<file path="config.mk">
export PLATFORM = sky130hd
export DESIGN_NAME = icache_miss_arbiter
export DESIGN_NICKNAME = d
export VERILOG_FILES = /design/src/rtl/icache_miss_arbiter.sv
export SDC_FILE = /design/constraint.sdc
export NUM_CORES = 1
export LEC_CHECK = 0
export ABC_AREA = 1
export CORE_MARGIN = 8
export CORE_UTILIZATION = 31
export DETAILED_ROUTE_END_ITERATION = 10
export DONT_BUFFER_PORTS = 1
export PLACE_DENSITY = 0.5
export SLEW_MARGIN = 20
export SYNTH_ARGS = -nofsm -noshare
export SYNTH_HDL_FRONTEND = slang
export SYNTH_SLANG_ARGS = --single-unit
</file>
<file path="constraint.sdc">
create_clock -name clk -period 3.75 [get_ports clk]
set_input_delay 0.75 -clock clk [delete_from_list [all_inputs] [get_ports clk]]
set_output_delay 0.75 -clock clk [all_outputs]
set_load 0.01 [all_outputs]
</file>
<file path="src/rtl/icache_miss_arbiter.sv">
// Instruction-side miss arbiter: issues demand/prefetch block loads to memory,
// tracks them by bus tag in a small MSHR table and fills returning blocks.
module icache_miss_arbiter #(
   parameter int NUM_MSHR = 4,
   parameter int BLOCK_W  = 64
) (
   input  logic               clk,
   input  logic               reset,
   input  logic               if_miss_valid,
   input  logic [31:0]        if_miss_addr,
   input  logic               pf_request_valid,
   input  logic [31:0]        pf_requested_addr,
   input  logic               mem_busy,
   input  logic [3:0]         mem2proc_response,
   input  logic [3:0]         mem2proc_tag,
   input  logic [BLOCK_W-1:0] mem2proc_data,
   output logic [1:0]         proc2mem_command,
   output logic [31:0]        proc2mem_addr,
   output logic               icache_pf_stall,
   output logic               demand_pending,
   output logic               wr_en,
   output logic [31:0]        wr_addr,
   output logic [BLOCK_W-1:0] wr_data
);

   localparam logic [1:0] BUS_NONE = 2'd0;
   localparam logic [1:0] BUS_LOAD = 2'd1;
   localparam int IDX_W = (NUM_MSHR > 1) ? $clog2(NUM_MSHR) : 1;

   logic [NUM_MSHR-1:0] valid_q, valid_d;
   logic [28:0]         block_q [NUM_MSHR];
   logic [28:0]         block_d [NUM_MSHR];
   logic [3:0]          tag_q   [NUM_MSHR];
   logic [3:0]          tag_d   [NUM_MSHR];

   logic [28:0]         dm_blk, pf_blk, alloc_blk;
   logic                fill_hit, free_found, dm_match, pf_match;
   logic                dm_issue, alloc;
   logic [IDX_W-1:0]    fill_idx, free_idx;

   // Block offset bits never reach the bus or the fill path.
   logic unused_offset_bits;
   assign unused_offset_bits = ^{if_miss_addr[2:0], pf_requested_addr[2:0]};

   assign dm_blk = if_miss_addr[31:3];
   assign pf_blk = pf_requested_addr[31:3];

   // Table lookups: fill tag hit, lowest free entry, and block matches.
   // An entry being filled this cycle still counts as in flight for dedupe.
   always_comb begin
      fill_hit   = 1'b0;
      fill_idx   = '0;
      free_found = 1'b0;
      free_idx   = '0;
      dm_match   = 1'b0;
      pf_match   = 1'b0;
      for (int i = 0; i < NUM_MSHR; i++) begin
         if (!fill_hit && valid_q[i] && (mem2proc_tag != 4'd0) && (tag_q[i] == mem2proc_tag)) begin
            fill_hit = 1'b1;
            fill_idx = i[IDX_W-1:0];
         end
         if (!free_found && !valid_q[i]) begin
            free_found = 1'b1;
            free_idx   = i[IDX_W-1:0];
         end
         if (valid_q[i] && (block_q[i] == dm_blk)) dm_match = 1'b1;
         if (valid_q[i] && (block_q[i] == pf_blk)) pf_match = 1'b1;
      end
      if (reset) fill_hit = 1'b0;
   end

   always_comb begin
      proc2mem_command = BUS_NONE;
      proc2mem_addr    = 32'd0;
      icache_pf_stall  = pf_request_valid;
      demand_pending   = 1'b0;
      wr_en            = 1'b0;
      wr_addr          = 32'd0;
      wr_data          = '0;
      dm_issue         = 1'b0;
      alloc            = 1'b0;
      alloc_blk        = '0;
      if (!reset) begin
         if (fill_hit) begin
            wr_en   = 1'b1;
            wr_addr = {block_q[fill_idx], 3'b000};
            wr_data = mem2proc_data;
         end
         if (if_miss_valid) begin
            if (dm_match) begin
               demand_pending = 1'b1;
            end else if (free_found && !mem_busy) begin
               proc2mem_command = BUS_LOAD;
               proc2mem_addr    = {dm_blk, 3'b000};
               dm_issue         = 1'b1;
               if (mem2proc_response != 4'd0) begin
                  alloc     = 1'b1;
                  alloc_blk = dm_blk;
               end
            end
         end
         if (pf_request_valid) begin
            if (pf_match || (if_miss_valid && (pf_blk == dm_blk))) begin
               icache_pf_stall = 1'b0;
            end else if (!dm_issue && free_found && !mem_busy) begin
               proc2mem_command = BUS_LOAD;
               proc2mem_addr    = {pf_blk, 3'b000};
               if (mem2proc_response != 4'd0) begin
                  alloc           = 1'b1;
                  alloc_blk       = pf_blk;
                  icache_pf_stall = 1'b0;
               end
            end
         end
      end
   end

   // Fill clears a valid entry while allocation only targets an entry that
   // was free at the start of the cycle, so the two never collide.
   always_comb begin
      valid_d = valid_q;
      for (int i = 0; i < NUM_MSHR; i++) begin
         block_d[i] = block_q[i];
         tag_d[i]   = tag_q[i];
      end
      if (fill_hit) valid_d[fill_idx] = 1'b0;
      if (alloc) begin
         valid_d[free_idx] = 1'b1;
         block_d[free_idx] = alloc_blk;
         tag_d[free_idx]   = mem2proc_response;
      end
   end

   always_ff @(posedge clk) begin
      if (reset) valid_q <= '0;
      else       valid_q <= valid_d;
      for (int i = 0; i < NUM_MSHR; i++) begin
         block_q[i] <= block_d[i];
         tag_q[i]   <= tag_d[i];
      end
   end

endmodule
</file>
# After elaboration in Yosys (flattened, before gate mapping)

Memory sizes are Yosys's and may differ from the RTL's.
Index checks and enable logic that the tools add are counted.

Multiplexer cells: 87
Bitwise operators: 4
Reductions and logical operators: 42
Order comparisons: 6
Eq/ne operators: 13

Operators by type and width:

| cell                 | count |
|---|---|
| $mux W29             | 10 |
| $mux W32             | 9 |
| $eq A29 B29 Y1       | 9 |
| $mux W64             | 2 |
| $bwmux W116          | 1 |
| $mux W116            | 1 |
| $demux W29 S2        | 1 |
| $mux W1              | 47 |
| $logic_and A1 B1 Y1  | 29 |
| $bwmux W16           | 1 |
| $eq A4 B4 Y1         | 4 |
| $mux W16             | 1 |
| $mux W2              | 8 |
| $mux W4              | 3 |
| $logic_not A1 Y1     | 10 |
| $demux W4 S2         | 1 |
| $reduce_bool A4 Y1   | 2 |
| $lt A2 B3 Y1 const B | 2 |
| $and A4 B4 Y4        | 1 |
| $demux W1 S2         | 2 |
| $ge A2 B1 Y1 const B | 2 |
| $not A4 Y4           | 1 |
| $or A4 B4 Y4         | 1 |
| $ge A3 B3 Y1 const B | 1 |
| other kinds (3)      | 3 |

Bits of input ports: 141
Bits in writable memories: 132
Output and inout bits: 133
Flip-flop bits (word level): 4
Logic and storage cells: 155
Memories kept: 2

Memory list:

| memory  | words | bits a word | rd ports | clocked after Yosys merged registers in | wr ports | RTL line | text |
|---|---|---|---|---|---|---|---|
| block_q | 4     | 29          | 5        | 0                                       | 4        | 31       | `logic [28:0] block_q [NUM_MSHR];` |
| tag_q   | 4     | 4           | 4        | 0                                       | 4        | 33       | `logic [3:0] tag_q [NUM_MSHR];` |

# Depth between registers and ports, before layout

Word-level depth: 28
Depth in mapped cells: 17
Mapped depth without buffers: 15

# Worst setup path after synthesis

Ideal clock, no wire load.

Kind: input to output
Start: input if_miss_addr[5]
End: output proc2mem_addr[10]
Setup slack: 873 ps
Arrival: 2,127 ps
Stages: 13
Path buffers: 2
Cells stage by stage: buf_2 -> inv_1 -> o21ai_0 -> nor2_1 -> nand2_1 -> nor2_1 -> nand2_1 -> nor2_1 -> nor2_1 -> and2_1 -> buf_2 -> nand4_1 -> a21oi_1

Cells in the longest elaborated chain, start to end: 16
Elaborated cells between the ends (all ways): 27
Classes of those cells: eq/ne (5); mux (13); reduce/logical (9)

RTL lines:

| item                             | RTL line | text |
|---|---|---|
| start, declared                  | 10       | `input logic [31:0] if_miss_addr,` |
| $eq A29 B29 Y1                   | 66       | `if (valid_q[i] && (block_q[i] == dm_blk)) dm_match = 1'b1;` |
| $logic_and A1 B1 Y1              | 66       |  |
| $mux W1 (4 in a row)             | 66       |  |
| $mux W1                          | 90       | `if (dm_match) begin` |
| $mux W1                          | 89       | `if (if_miss_valid) begin` |
| $mux W1                          | 83       | `if (!reset) begin` |
| $logic_not A1 Y1                 | 105      | `end else if (!dm_issue && free_found && !mem_busy) begin` |
| $logic_and A1 B1 Y1 (2 in a row) | 105      |  |
| $mux W32                         | 105      |  |
| $mux W32                         | 103      | `if (pf_match \|\| (if_miss_valid && (pf_blk == dm_blk))) begin` |
| $mux W32 *                       | 102      | `if (pf_request_valid) begin` |
| $mux W32 *                       | 83       |  |
| end, declared                    | 18       | `output logic [31:0] proc2mem_addr,` |

Every way passes the cells marked *; elsewhere a longest branch is shown, timed or not. The select of a mux whose other input is x is not followed.

==> flow_summary_export.csv <==
group,metric,value,unit
grt,grt_pass1_vias,11700,
outcome,outcome,"completed",
detailed_routing,route.detailed.drc,0,
place,detailed_place.area,12300,µm²
yosys,ys_async_sr_fraction,0,%
grt,grt_antenna_before_repair,3,
critical_path,crit_path_start_kind,"register",
grt,grt_use_total,30.2,%
grt,first_pass_grt_wire_length,88900,µm
detailed_routing,vias_per_instance,5.34,
yosys,synthesis.area,11200,µm²
place,globalplace.congestion,1.05,
clocking,hold_buffers,0,
place,place.detailed.instances,2269,
finish,number_of_antenna_diodes,0,
finish,area_delta_synth_final,16.6,%
floorplanning,die_height,206,µm
detailed_routing,antenna_nets_post_route,0,
grt,grt_overflow_total,0,
detailed_routing,num_vias,12400,
yosys,synthesis.area_per_instance,6.27,µm²
clocking,tritoncts_clock_tree,"done",
power,p_leak,6.33,nW
yosys,total_number_of_yosys_warnings,0,
power,peakVddDrop,0.356,mV
clocking,cts.htree.levels,4,
power,power.total,0.00400,W
floorplanning,dieArea,42300,µm²
yosys,number_of_distinct_library_cells_after_synthesis,43,
power,power_density,307,nW/µm²
clocking,cts.clk_slew.worst_paths,0.06,ns
finish,final_cell_count_no_fill,2315,
floorplanning,rows,69,
critical_path,worst_ep_arrival_time,2.95,ns
sta,finalHoldViolCount,0,
yosys,yosysSeqAreaShare,36.2,%
yosys,synth_top_cell_by_area,"sky130_fd_sc_hd__edfxtp_1",
sta,fin_max_slew_vios,0,
critical_path,crit_type,"reg -> out",
sta,transition_at_the_pin_with_the_smallest_max_transition_slack,0.742,ns
yosys,synth_top_cell_area_share,35.5,%
yosys,synth_enable_flop_cells,132,
place,io_buffers,0,
critical_path,worstPathRequired,3.00,ns
sta,slew-limit-headroom,50.4,%
detailed_routing,finalWirelength,65700,µm
worst_hold_path,hold_path_class,"in -> reg",
detailed_routing,detailedRoute.firstIterationViolations,1300,
critical_path,endpoint_kind,"output port",
finish,postLayoutCoreUtil,36.7,%
place,hpwlAfterDp,53900,µm
detailed_routing,drt_pre_antenna_iters,5,
yosys,synthFlopType,"sky130_fd_sc_hd__edfxtp_1",
sta,layout_worst_path_cycle_share,98.6,%
finish,final_layout_size_suffix_gt1_share,11.3,%
clocking,ctsRootBufferMaster,"sky130_fd_sc_hd__clkbuf_16",
finish,fillers,3915,
sta,timing.clock.skew,0.0120,ns
clocking,cts.sink_count,136,
grt,grt_max_degree,59,
yosys,synth_seq_cells,136,
floorplanning,chipWidth,206,µm
floorplanning,ios,274,
yosys,yosys-top-cells-area,"sky130_fd_sc_hd__edfxtp_1, sky130_fd_sc_hd__nand2_1, sky130_fd_sc_hd__nor2_1, sky130_fd_sc_hd__inv_1, sky130_fd_sc_hd__o21ai_0",
sta,layout_min_cycle_time,3.70,ns
clocking,cts_inserted_buffers,17,
finish,final_design_area_no_fill,13000,µm²
critical_path,cp_max_fo,12,
clocking,buffer_depth_of_the_longest_clock_path,2,
floorplanning,floorplan.core_area,35500,µm²
detailed_routing,drt-wirelength-per-cell,28.4,µm
job,maxCapViolCount,0,
sta,fmax,0.270,GHz
finish,final_nets,1982,
yosys,synth_cells,1779,
floorplanning,initial_utilization,31.5,%
clocking,clock_insertion_delay_worst_skew,0.46,ns
sta,setup-violations-final,0,
## worst max-delay path: stages, from the launching register on
cell                       delay, ns
sky130_fd_sc_hd__edfxtp_1       0.55
sky130_fd_sc_hd__inv_1          0.10
sky130_fd_sc_hd__o21ai_1        0.19
sky130_fd_sc_hd__nor2_1         0.08
sky130_fd_sc_hd__nand2_2        0.11
sky130_fd_sc_hd__nor2_1         0.05
sky130_fd_sc_hd__nand2_1        0.06
sky130_fd_sc_hd__nor2_1         0.04
sky130_fd_sc_hd__nor2_2         0.16
sky130_fd_sc_hd__buf_4          0.15
sky130_fd_sc_hd__nand2_1        0.08
sky130_fd_sc_hd__nor2_4         0.14
sky130_fd_sc_hd__buf_12         0.15
sky130_fd_sc_hd__buf_12         0.14
sky130_fd_sc_hd__nand4_1        0.13
sky130_fd_sc_hd__a21oi_1        0.20
sky130_fd_sc_hd__buf_4          0.15
## registers in the layout, indices dropped and copies added (netlist names)
| register | flops |
|---|---|
| block_q | 116 |
| tag_q | 16 |
| valid_q | 4 |
## cell families (layout without fill, tap and decap cells)
group / after synthesis / in the layout / synth area share [%]
other: 1 / 7 / 0.0336
AND/OR/NAND/NOR: 1064 / 1064 / 38.7
AO/OA/AOI/OAI: 228 / 228 / 11.4
XOR/XNOR: 15 / 15 / 1.18
flip-flops: 136 / 136 / 36.2
buffers and inverters: 335 / 404 / 12.5
## cells in the mapped netlist (14+ instances only)
library cell and instances:
sky130_fd_sc_hd__a21oi_1 28, sky130_fd_sc_hd__buf_2 33, sky130_fd_sc_hd__edfxtp_1 132, sky130_fd_sc_hd__inv_1 249, sky130_fd_sc_hd__inv_2 21, sky130_fd_sc_hd__nand2_1 640
sky130_fd_sc_hd__nand2_2 14, sky130_fd_sc_hd__nand4_1 62, sky130_fd_sc_hd__nor2_1 316, sky130_fd_sc_hd__o21ai_0 108, sky130_fd_sc_hd__o21ai_1 35, sky130_fd_sc_hd__o22ai_1 28
## report_power, final
group	internal (W)	switching [W]
Sequential	0.00168	0.0000251
Clock	0.000980	0.000727
Combinational	0.000181	0.000401
Total	0.00285	0.00115
## worst paths after layout
| kind | startpoint | cells after the start | slack, ns | endpoint |
|---|---|---|---|---|
| max | block_q[0][7]$_DFFE_PP_ | 16 | 0.05 | proc2mem_addr[9] |
| min | reset | 1 | 0.34 | valid_q[2]$_SDFF_PP0_ |
| max reg2reg | block_q[2][7]$_DFFE_PP_ | 16 | 0.68 | block_q[0][16]$_DFFE_PP_ |
| min reg2reg | valid_q[1]$_SDFF_PP0_ | 2 | 0.60 | valid_q[1]$_SDFF_PP0_ |
## timing repair
item,in CTS,in global routing
gates resized for setup,5,20
endpoints found under the hold margin,0,0
endpoints found under the setup margin,17,27
setup buffers,0,14
pin swaps,0,2
## placed cells by master, fill, tap and decap left out, drive strengths merged, types with 5 or more instances in the layout
cell	count
xor2	10
o21ai	152
a21oi	30
o22ai	28
inv	273
nand2	655
nor2	321
nand4	64
xnor2	5
clkbuf	18
clkinv	6
conb	7
buf	102
edfxtp	132
o211ai	9
nand3	15
## metal layers
metal / vias up / part of all wire, % / track usage, %
met5: - / 0.061 / 0
met4: 6 / 3.9 / 12.2
met3: 104 / 8.9 / 6.34
met2: 668 / 47 / 50.3
met1: 5863 / 41 / 37.5
li1: 5725 / - / -
## per-stage QoR
stage               setup WS [ns]  setup TNS [ns]  hold WS (ns)
floorplan                   0.873               0         0.482
global placement           0.0826               0         0.589
detailed placement          0.105               0         0.591
CTS                        0.0202               0         0.328
global route             -0.00973         -0.0103         0.328
finish                     0.0530               0         0.342
## layout make-up
cell class	instances	area [µm²]	area share, %
inverters	270	1010	7.79
repair buffers	102	993	7.63
multi-input cells	1314	5810	44.6
flip-flops and latches	136	4050	31.1
clock inverters	14	149	1.14
clock buffers	18	429	3.30
well taps	461	577	4.43
(Power assumes the default switching activity.)
